$ cat src/rtl/cmd_frame_decoder_pkg.sv
// Shared types, opcode table and lookup helpers for the framed command decoder.
package cmd_frame_pkg;

    typedef enum logic [1:0] {
        ST_IDLE,
        ST_OPCODE,
        ST_ARG,
        ST_CHECK
    } state_e;

    localparam int MAX_CMD = 8;

    localparam logic [7:0] OPCODE_TBL [MAX_CMD] = '{
        8'hAA, 8'h55, 8'h5A, 8'hA5, 8'hC3, 8'h3C, 8'h96, 8'h69
    };

    localparam int CMD_RESET  = 0;
    localparam int CMD_NFRAME = 1;
    localparam int CMD_USB    = 2;
    localparam int CMD_SD     = 3;

    typedef struct packed {
        logic       hit;
        logic [2:0] idx;
    } op_lookup_t;

    // Only the first num_cmd table entries are live opcodes.
    function automatic op_lookup_t opcode_lookup(input logic [7:0] op, input int num_cmd);
        op_lookup_t r;
        r = '0;
        for (int i = 0; i < MAX_CMD; i++) begin
            if (i < num_cmd && op == OPCODE_TBL[i] && !r.hit) begin
                r.hit = 1'b1;
                r.idx = 3'(i);
            end
        end
        return r;
    endfunction

    function automatic int arg_width(input int arg_bytes);
        return (arg_bytes == 0) ? 8 : 8 * arg_bytes;
    endfunction

endpackage

$ cat src/rtl/cmd_frame_decoder_if.sv
// Host byte strobe plus decoded command/status outputs of the frame decoder.
interface cmd_frame_if
    import cmd_frame_pkg::*;
#(
    parameter int DATA_W    = 8,
    parameter int NUM_CMD   = 4,
    parameter int ARG_BYTES = 2,
    parameter int ERR_W     = 16
);
    localparam int ARG_W = arg_width(ARG_BYTES);

    logic                command_latch;
    logic [DATA_W-1:0]   command_data;
    logic [NUM_CMD-1:0]  cmd_pulse;
    logic                cmd_valid;
    logic [ARG_W-1:0]    cmd_arg;
    logic                mode_usb;
    logic                mode_sd;
    logic                frame_err;
    logic [ERR_W-1:0]    err_count;
    logic                busy;

    modport master (
        output command_latch, command_data,
        input  cmd_pulse, cmd_valid, cmd_arg, mode_usb, mode_sd, frame_err, err_count, busy
    );

    modport slave (
        input  command_latch, command_data,
        output cmd_pulse, cmd_valid, cmd_arg, mode_usb, mode_sd, frame_err, err_count, busy
    );
endinterface

$ cat src/rtl/cmd_byte_strobe.sv
// Rising-edge byte accept and inter-byte timeout counter for the frame decoder.
module cmd_byte_strobe #(
    parameter int TIMEOUT_CYC = 1024
) (
    input  logic clk,
    input  logic rst_n,
    input  logic latch_i,
    input  logic busy_i,
    output logic accept_o,
    output logic timeout_o
);
    localparam int CNT_W = $clog2(TIMEOUT_CYC);

    logic             latch_q;
    logic [CNT_W-1:0] cnt_q, cnt_d;

    assign accept_o  = latch_i & ~latch_q;
    // An accept in the expiry cycle wins over the timeout.
    assign timeout_o = busy_i & ~accept_o & (cnt_q == CNT_W'(TIMEOUT_CYC - 1));

    always_comb begin
        cnt_d = cnt_q + CNT_W'(1);
        if (accept_o || !busy_i || timeout_o) cnt_d = '0;
    end

    always_ff @(posedge clk or negedge rst_n) begin
        if (!rst_n) begin
            latch_q <= 1'b0;
            cnt_q   <= '0;
        end else begin
            latch_q <= latch_i;
            cnt_q   <= cnt_d;
        end
    end
endmodule

$ cat src/rtl/cmd_frame_decoder.sv
// Framed command decoder: SYNC, opcode, argument bytes, XOR checksum -> command pulse and mode.
module cmd_frame_decoder
    import cmd_frame_pkg::*;
#(
    parameter int                DATA_W      = 8,
    parameter int                NUM_CMD     = 4,
    parameter int                ARG_BYTES   = 2,
    parameter logic [DATA_W-1:0] SYNC_BYTE   = 8'hEB,
    parameter int                TIMEOUT_CYC = 1024,
    parameter int                ERR_W       = 16
) (
    input  logic        clk,
    input  logic        rst_n,
    cmd_frame_if.slave  cmd_if
);
    localparam int ARG_W = arg_width(ARG_BYTES);

    logic accept, timeout, busy;
    logic [7:0] byte_in;
    op_lookup_t lk;

    state_e              state_q, state_d;
    logic [2:0]          idx_q, idx_d;
    logic [7:0]          chk_q, chk_d;
    logic [2:0]          bcnt_q, bcnt_d;
    logic [ARG_W-1:0]    arg_sh_q, arg_sh_d;
    logic [ARG_W-1:0]    arg_q, arg_d;
    logic [NUM_CMD-1:0]  pulse_q, pulse_d;
    logic                valid_q, valid_d;
    logic                usb_q, usb_d;
    logic                sd_q, sd_d;
    logic                ferr_q, ferr_d;
    logic [ERR_W-1:0]    ecnt_q, ecnt_d;
    logic                ok, err;

    assign byte_in = cmd_if.command_data[7:0];
    assign lk      = opcode_lookup(byte_in, NUM_CMD);
    assign busy    = (state_q != ST_IDLE);

    cmd_byte_strobe #(.TIMEOUT_CYC(TIMEOUT_CYC)) u_strobe (
        .clk      (clk),
        .rst_n    (rst_n),
        .latch_i  (cmd_if.command_latch),
        .busy_i   (busy),
        .accept_o (accept),
        .timeout_o(timeout)
    );

    always_comb begin
        state_d  = state_q;
        idx_d    = idx_q;
        chk_d    = chk_q;
        bcnt_d   = bcnt_q;
        arg_sh_d = arg_sh_q;
        ok       = 1'b0;
        err      = 1'b0;
        if (accept) begin
            case (state_q)
                ST_IDLE: begin
                    if (cmd_if.command_data == SYNC_BYTE) begin
                        state_d  = ST_OPCODE;
                        bcnt_d   = '0;
                        arg_sh_d = '0;
                    end
                end
                ST_OPCODE: begin
                    if (lk.hit) begin
                        idx_d   = lk.idx;
                        chk_d   = byte_in;
                        state_d = (ARG_BYTES == 0) ? ST_CHECK : ST_ARG;
                    end else begin
                        err     = 1'b1;
                        state_d = ST_IDLE;
                    end
                end
                ST_ARG: begin
                    arg_sh_d = (arg_sh_q << 8) | ARG_W'(byte_in);
                    chk_d    = chk_q ^ byte_in;
                    bcnt_d   = bcnt_q + 3'd1;
                    if (bcnt_q == 3'(ARG_BYTES - 1)) state_d = ST_CHECK;
                end
                default: begin
                    ok      = (byte_in == chk_q);
                    err     = (byte_in != chk_q);
                    state_d = ST_IDLE;
                end
            endcase
        end else if (timeout) begin
            err     = 1'b1;
            state_d = ST_IDLE;
        end

        // Registered outputs: pulses last exactly the cycle after the deciding byte.
        pulse_d = '0;
        valid_d = 1'b0;
        arg_d   = arg_q;
        usb_d   = usb_q;
        sd_d    = sd_q;
        ferr_d  = err;
        ecnt_d  = ecnt_q;
        if (ok) begin
            pulse_d = NUM_CMD'(1) << idx_q;
            valid_d = 1'b1;
            arg_d   = arg_sh_q;
            if (idx_q == 3'(CMD_USB)) begin
                usb_d = 1'b1;
                sd_d  = 1'b0;
            end else if (idx_q == 3'(CMD_SD)) begin
                usb_d = 1'b0;
                sd_d  = 1'b1;
            end
        end
        if (err && !(&ecnt_q)) ecnt_d = ecnt_q + ERR_W'(1);
    end

    always_ff @(posedge clk or negedge rst_n) begin
        if (!rst_n) begin
            state_q  <= ST_IDLE;
            idx_q    <= '0;
            chk_q    <= '0;
            bcnt_q   <= '0;
            arg_sh_q <= '0;
            arg_q    <= '0;
            pulse_q  <= '0;
            valid_q  <= 1'b0;
            usb_q    <= 1'b0;
            sd_q     <= 1'b0;
            ferr_q   <= 1'b0;
            ecnt_q   <= '0;
        end else begin
            state_q  <= state_d;
            idx_q    <= idx_d;
            chk_q    <= chk_d;
            bcnt_q   <= bcnt_d;
            arg_sh_q <= arg_sh_d;
            arg_q    <= arg_d;
            pulse_q  <= pulse_d;
            valid_q  <= valid_d;
            usb_q    <= usb_d;
            sd_q     <= sd_d;
            ferr_q   <= ferr_d;
            ecnt_q   <= ecnt_d;
        end
    end

    assign cmd_if.cmd_pulse = pulse_q;
    assign cmd_if.cmd_valid = valid_q;
    assign cmd_if.cmd_arg   = arg_q;
    assign cmd_if.mode_usb  = usb_q;
    assign cmd_if.mode_sd   = sd_q;
    assign cmd_if.frame_err = ferr_q;
    assign cmd_if.err_count = ecnt_q;
    assign cmd_if.busy      = busy;
endmodule
$ cat src/flat_wrapper.sv
// flat-port wrapper written by rule: the top's interface ports become plain ports
module cmd_frame_decoder_flat import cmd_frame_pkg::*;
#(
    parameter int                DATA_W      = 8,
    parameter int                NUM_CMD     = 4,
    parameter int                ARG_BYTES   = 2,
    parameter logic [DATA_W-1:0] SYNC_BYTE   = 8'hEB,
    parameter int                TIMEOUT_CYC = 1024,
    parameter int                ERR_W       = 16
)
  (clk, rst_n, cmd_if_command_latch, cmd_if_command_data, cmd_if_cmd_pulse, cmd_if_cmd_valid, cmd_if_cmd_arg, cmd_if_mode_usb, cmd_if_mode_sd, cmd_if_frame_err, cmd_if_err_count, cmd_if_busy);
  cmd_frame_if #(.DATA_W(DATA_W), .NUM_CMD(NUM_CMD), .ARG_BYTES(ARG_BYTES), .ERR_W(ERR_W)) cmd_if_i ();
  input  logic clk;
  input  logic rst_n;
  input wire logic [$bits(cmd_if_i.command_latch)-1:0] cmd_if_command_latch;
  input wire logic [$bits(cmd_if_i.command_data)-1:0] cmd_if_command_data;
  output wire logic [$bits(cmd_if_i.cmd_pulse)-1:0] cmd_if_cmd_pulse;
  output wire logic [$bits(cmd_if_i.cmd_valid)-1:0] cmd_if_cmd_valid;
  output wire logic [$bits(cmd_if_i.cmd_arg)-1:0] cmd_if_cmd_arg;
  output wire logic [$bits(cmd_if_i.mode_usb)-1:0] cmd_if_mode_usb;
  output wire logic [$bits(cmd_if_i.mode_sd)-1:0] cmd_if_mode_sd;
  output wire logic [$bits(cmd_if_i.frame_err)-1:0] cmd_if_frame_err;
  output wire logic [$bits(cmd_if_i.err_count)-1:0] cmd_if_err_count;
  output wire logic [$bits(cmd_if_i.busy)-1:0] cmd_if_busy;
  assign cmd_if_i.command_latch = cmd_if_command_latch;
  assign cmd_if_i.command_data = cmd_if_command_data;
  assign cmd_if_cmd_pulse = cmd_if_i.cmd_pulse;
  assign cmd_if_cmd_valid = cmd_if_i.cmd_valid;
  assign cmd_if_cmd_arg = cmd_if_i.cmd_arg;
  assign cmd_if_mode_usb = cmd_if_i.mode_usb;
  assign cmd_if_mode_sd = cmd_if_i.mode_sd;
  assign cmd_if_frame_err = cmd_if_i.frame_err;
  assign cmd_if_err_count = cmd_if_i.err_count;
  assign cmd_if_busy = cmd_if_i.busy;
  cmd_frame_decoder #(.DATA_W(DATA_W), .NUM_CMD(NUM_CMD), .ARG_BYTES(ARG_BYTES), .SYNC_BYTE(SYNC_BYTE), .TIMEOUT_CYC(TIMEOUT_CYC), .ERR_W(ERR_W)) u_core (.clk(clk), .rst_n(rst_n), .cmd_if(cmd_if_i));
endmodule
$ cat config.mk
export PLATFORM = sky130hd
export DESIGN_NAME = cmd_frame_decoder_flat
export DESIGN_NICKNAME = d
export VERILOG_FILES = /design/src/rtl/cmd_frame_decoder_pkg.sv /design/src/rtl/cmd_frame_decoder_if.sv /design/src/rtl/cmd_byte_strobe.sv /design/src/rtl/cmd_frame_decoder.sv /design/src/flat_wrapper.sv
export SDC_FILE = /design/constraint.sdc
export NUM_CORES = 1
export LEC_CHECK = 0
export CAP_MARGIN = 20
export CELL_PAD_IN_SITES_DETAIL_PLACEMENT = 0
export CELL_PAD_IN_SITES_GLOBAL_PLACEMENT = 1
export CORE_MARGIN = 1
export CORE_UTILIZATION = 40
export CTS_CLUSTER_DIAMETER = 80
export CTS_CLUSTER_SIZE = 28
export DETAILED_ROUTE_END_ITERATION = 10
export GPL_TIMING_DRIVEN = 0
export PLACE_DENSITY = 0.76
export SYNTH_ARGS = -nofsm -noshare
export SYNTH_HDL_FRONTEND = slang
export SYNTH_SLANG_ARGS = --single-unit
$ cat constraint.sdc
create_clock -name clk -period 3.5 [get_ports clk]
set_clock_uncertainty 0.05 [all_clocks]
set_input_delay 0.7 -clock clk [delete_from_list [all_inputs] [get_ports clk]]
set_output_delay 0.7 -clock clk [all_outputs]
set_load 0.01 [all_outputs]
; ---- Word level (Yosys, flattened, before mapping)
; Cells that the tools add are included.
[word_totals]
regBits = 83
latchBits = 0
ram_bits = 0
romBits = 0
in_bits = 11
output_inout_bits = 41
elab_cells = 96
mem_count = 0
[op_classes]
n_addsub = 3
n_mul = 0
div_mod_pow = 0
order_cmp = 0
n_eq_ne = 17
shifts = 1
muxes = 29
bitwise_logic = 7
n_reduce_logical = 25
[ops]
columns = cell, count
row1 = 16-bit one-hot mux with 2 select lines, 1
row2 = 8-bit == test (second input constant), 3
row3 = 4-bit two-way mux, 5
row4 = 16-bit by 1-bit adder with 16-bit output (second input constant), 1
row5 = 8-bit by 7-bit == test with 1-bit output (second input constant), 2
row6 = 16-bit two-way mux, 1
row7 = 16-bit by 8-bit bitwise OR with 16-bit output, 1
row8 = 8-bit one-hot mux with 2 select lines, 1
row9 = 16-bit AND reduction, 1
row10 = 3-bit AND reduction, 4
row11 = 10-bit by 1-bit adder with 10-bit output (second input constant), 1
row12 = 10-bit == test (second input constant), 1
row13 = 1-bit two-way mux, 10
row14 = 10-bit two-way mux, 1
row15 = 2-bit two-way mux, 5
row16 = 2-bit nonzero test, 5
row17 = 8-bit == test, 1
row18 = 8-bit two-way mux, 1
row19 = 8-bit != test, 1
row20 = 8-bit XOR, 1
row21 = 3-bit by 2-bit == test with 1-bit output (second input constant), 2
row22 = 3-bit by 2-bit != test with 1-bit output (second input constant), 2
row23 = 2-bit one-hot mux with 3 select lines, 1
row24 = 3-bit one-hot mux with 2 select lines, 1
row25 = 17 further kinds, 29

; ---- Longest topological paths before layout
[logic_depth]
depth_word = 15
ltp_mapped = 9
ltp_nobuf = 7

; ---- Cells and area by module
; A second synthesis with hierarchy kept.
[unflattened]
cells_unflattened = 323
hier_area_um2 = 3782.4
[modules_own_cells]
columns = mod, instances, cells_per_inst, area_per_inst_um2, seq_area_each_um2
row1 = cmd_frame_decoder, 1, 269, 3226.8, 1776.7
row2 = cmd_byte_strobe, 1, 54, 555.5, 275.3

; ---- Worst setup path after synthesis
; Ideal clock, no wire load.
[synth_path]
kind = in2reg
start = in cmd_if_command_data[2]
end = reg u_core.ecnt_q[14] (netlist: u_core.cmd_if.err_count[14])
arrival_ps = 1941
t_required_ps = 3325
setup_slack_ps = 1384
path_stages = 7
path_cell_list = clkbuf_2 -> xnor2_1 -> nand4_1 -> o21bai_1 -> nand3_1 -> nand4_1 -> mux2_2
[synth_between]
elab_chain_cells = 15
word_cells_on_any_way = 19
classes_between = eq/ne: 5 / mux: 7 / reduce/logical: 7
[synth_lines]
columns = element, line_no
row1 = from (decl), flat_wrapper.sv:16  ; input wire logic [$bits(cmd_if_i.command_data)-1:0] cmd_if_command_data;
row2 = 8-bit == test, cmd_frame_decoder_pkg.sv:32  ; if (i < num_cmd && op == OPCODE_TBL[i] && !r.hit) begin
row3 = 4-bit two-way mux, cmd_frame_decoder_pkg.sv:32
row4 = 1-bit logical NOT, cmd_frame_decoder_pkg.sv:32
row5 = 1-bit logical AND, cmd_frame_decoder_pkg.sv:32
row6 = 4-bit two-way mux, cmd_frame_decoder_pkg.sv:32
row7 = 1-bit logical NOT, cmd_frame_decoder_pkg.sv:32
row8 = 1-bit logical AND, cmd_frame_decoder_pkg.sv:32
row9 = 4-bit two-way mux, cmd_frame_decoder_pkg.sv:32
row10 = 1-bit logical NOT, cmd_frame_decoder_pkg.sv:32
row11 = 1-bit logical AND, cmd_frame_decoder_pkg.sv:32
row12 = 4-bit two-way mux, cmd_frame_decoder_pkg.sv:32
row13 = 1-bit two-way mux, cmd_frame_decoder.sv:67  ; if (lk.hit) begin
row14 = 1-bit one-hot mux with 2 select lines *, cmd_frame_decoder.sv:58  ; case (state_q)
row15 = 1-bit two-way mux *, cmd_frame_decoder.sv:57  ; if (accept) begin
row16 = net u_core.err, cmd_frame_decoder.sv:34  ; logic ok, err;
row17 = 1-bit logical AND *, cmd_frame_decoder.sv:113  ; if (err && !(&ecnt_q)) ecnt_d = ecnt_q + ERR_W'(1);
row18 = to (signal assigned), cmd_frame_decoder.sv:142  ; ecnt_q <= ecnt_d;
row19 = to (decl), cmd_frame_decoder.sv:33  ; logic [ERR_W-1:0] ecnt_q, ecnt_d;
; The timed path passes the listed nets; every way through them passes the cells marked *.
; A chain may end at the register's enable or synchronous reset.

; ---- Final worst setup path
[layout_path]
start = in cmd_if_command_data[7]
end = reg u_core.ecnt_q[14] (netlist: u_core.cmd_if.err_count[14])
; The elaborated chain is that of the path after synthesis.

==> impl_metrics.tcl <==
set metrics [dict create \
    antenna_left 0 \
    synth_top_cell_area_share 0.547 \
    cap_violations 0 \
    vias 2501 \
    grt_pass1_wl_mm 12.2 \
    multi_input_area_um2 1560 \
    syn_to_final_growth_pct 21.6 \
    h-tree-depth 3 \
    wl_per_cell_um 15.0 \
    gpl.final_weighted_congestion 0.718 \
    p_per_area_nw_per_um2 578 \
    numCtsBuffers 9 \
    ir_worst_vdd_mv 0.279 \
    critical_path_class "input port to flop" \
    clockBufferDepth 2 \
    power.share.switching 0.315 \
    antenna_found_initial 0 \
    portBuffers 44 \
    viasPerCell 5.19 \
    holdWs_ns 0.152 \
    yosysWarnings 0 \
    p_int_mw 1.81 \
    cts_resized 0 \
    synth.avg_cell_area_um2 12.0 \
    relSlewSlack 0.619 \
    pwr-share-seq 0.488 \
    initial_core_util 0.422 \
    synth-edff-count 0 \
    layout_setup_ws_ns 0.953 \
    clkPwrFrac 0.274 \
    synthArstFlopShare 1.00 \
    antenna_cells 0 \
    layout.nets 384 \
    root_buffer "clkbuf_8" \
    synth_top_cell_by_area "dfrtp_1" \
    switching_power_mw 0.831 \
    insertion_delay_ns 0.34 \
    core_um2 8890 \
    numClockSinks 82 \
    syn_inst 313 \
    tightest_slew_ns 0.571 \
    cp_max_fo 7 \
    dpl.hpwl_mm 5.28 \
    syn-num-nets 328 \
    first_iter_violations 78 \
    fin_crit_ns 2.55 \
    startpoint_type "input port" \
    grt_usage 0.160 \
    cellLeakagePower_nw 2.06 \
    fill_cells 803 \
    synth.area.top_cells "dfrtp_1 (55%), mux2_2 (5.4%), xnor2_1 (5.1%), a22o_1 (4.2%), nand2_1 (2.6%)" \
    synth.most_common_cell "dfrtp_1" \
    drive_gt1_frac 0.209 \
    maxSlewViolCount 0 \
    fp-row-count 34 \
    first_pass_iters 4 \
    yosysUniqueCellTypes 51 \
    crit_path_end_kind "flop" \
    fmax_mhz 393 \
    post-place-cells 466 \
    hold_viol 0 \
    layout.cells.non_filler 482 \
    post-place-ws_ns 0.616 \
    wl_mm 7.25 \
    die_x_um 98.8 \
    ys_ff_latch 82 \
    ios 52 \
    gr-total-overflow 0 \
    setup-tns-final_ns 0 \
    grt_start_max_net_pins 70 \
    ys_seq_area_frac 0.547 \
    worstPathRequired_ns 3.69 \
    period_share 0.728 \
    hp-class "input port to asynchronous set/reset pin" \
    ys_top_cells_by_count "dfrtp_1 (82), nand2_1 (26), xnor2_1 (22)" \
    cp_data_arrival_time_ns 2.73 \
    status "finished clean" \
    rsz0062_at_grt "no" \
    cts_hold_buf 0 \
    die_h_um 98.8 \
    path_clk_slew_ns 0.09 \
    setup_viol 0 \
    fin_total_pwr_mw 2.64 \
    seqCellArea_um2 2050 \
    drc 0 \
    ys.flop_type "dfrtp_1" \
    cts_tree "done" \
    cts_setup_buffers 0 \
    fp.dieArea_um2 9770 \
    power_frac_comb 0.239 \
    grt_pass1_vias 2421 \
    synth_area_um2 3750 \
]
[state kept, by name, summed over array words and instances, names as in the netlist, 2 cells and up]
name,count
u_core.arg_sh_q,16
u_core.cmd_if.cmd_arg,16
u_core.idx_q,2
u_core.chk_q,8
u_core.cmd_if.cmd_pulse,4
u_core.bcnt_q,3
u_core.u_strobe.cnt_q,10
u_core.state_q,2
u_core.cmd_if.err_count,16
[worst paths after layout]
path                                            start                          end  slack (ns)  depth (start not counted)
min reg2reg                     u_core.cmd_if.mode_sd        u_core.cmd_if.mode_sd        0.43                          1
max in group asynchronous                       rst_n           u_core.arg_sh_q[8]        2.65                          2
max                            cmd_if_command_data[7]  u_core.cmd_if.err_count[14]        0.95                          7
min in group clk                u_core.cmd_if.mode_sd        u_core.cmd_if.mode_sd        0.43                          1
min                                             rst_n              u_core.chk_q[4]        0.15                          1
max reg2reg                u_core.cmd_if.err_count[0]   u_core.cmd_if.err_count[7]        1.31                          9
[metrics by stage]
stage / instance area, µm² / util
floorplan: 3750 / -
global placement: 4330 / 0.487
detailed placement: 4350 / 0.489
CTS: 4560 / 0.513
global route: 4560 / 0.513
finish: 4560 / 0.513
[power by group through the flow]
stage          combinational (mW)  clock, mW  sequential [mW]
6_report                    0.630      0.721             1.29
4_1_cts                     0.644      0.743             1.29
3_3_place_gp                0.622          0             1.30
3_5_place_dp                0.642          0             1.31
5_1_grt                     0.711      0.785             1.32
2_1_floorplan               0.465          0             1.27
[layout make-up]
class | instances | share of cell area
clock inverter | 6 | 0.0162
sequential | 82 | 0.450
inverter | 5 | 0.00411
buffer | 16 | 0.0255
tap | 108 | 0.0296
clock buffer | 10 | 0.0302
timing repair buffer | 45 | 0.102
multi-input combinational | 210 | 0.343
[placed cells by master (no fill, tap or decap), types with 5 or more instances in the layout]
cell type | Yosys | routed
a21oi_1 | 15 | 15
a22o_1 | 18 | 18
and3_1 | 5 | 5
buf_4 | 5 | 6
clkbuf_8 | 0 | 10
clkdlybuf4s50_1 | 0 | 43
dfrtp_1 | 82 | 82
inv_1 | 5 | 5
mux2_2 | 18 | 18
mux2i_1 | 9 | 9
nand2_1 | 26 | 26
nand3_1 | 9 | 9
nand3_2 | 6 | 6
nand4_1 | 7 | 7
nor2_1 | 14 | 14
o21ai_0 | 7 | 7
xnor2_1 | 22 | 22
xor2_1 | 6 | 6
[routing by layer]
layer | global-route usage | share of wire | vias up
met4 | 0.0586 | 0.010 | 0
met2 | 0.250 | 0.46 | 40
met5 | 0 | 0 | -
met1 | 0.227 | 0.50 | 1234
li1 | - | - | 1222
met3 | 0.0241 | 0.026 | 5
[kinds of logic after synthesis]
kind of cell,Yosys count,synth area share
multiplexers,27,0.0781
AND/OR/NAND/NOR,101,0.166
adder cells (fa/ha/maj),4,0.0133
buffers and inverters,21,0.0360
XOR/XNOR,28,0.0654
flip-flops,82,0.547
AO/OA/AOI/OAI,50,0.0941
[worst max-delay path: stages]
cell and delay, ns:
clkdlybuf4s50_1 0.62, xnor2_1 0.16, nand4_1 0.15, o21bai_1 0.33
nand3_1 0.25, nand4_1 0.18, mux2_2 0.34
(Power assumes the default switching activity.)
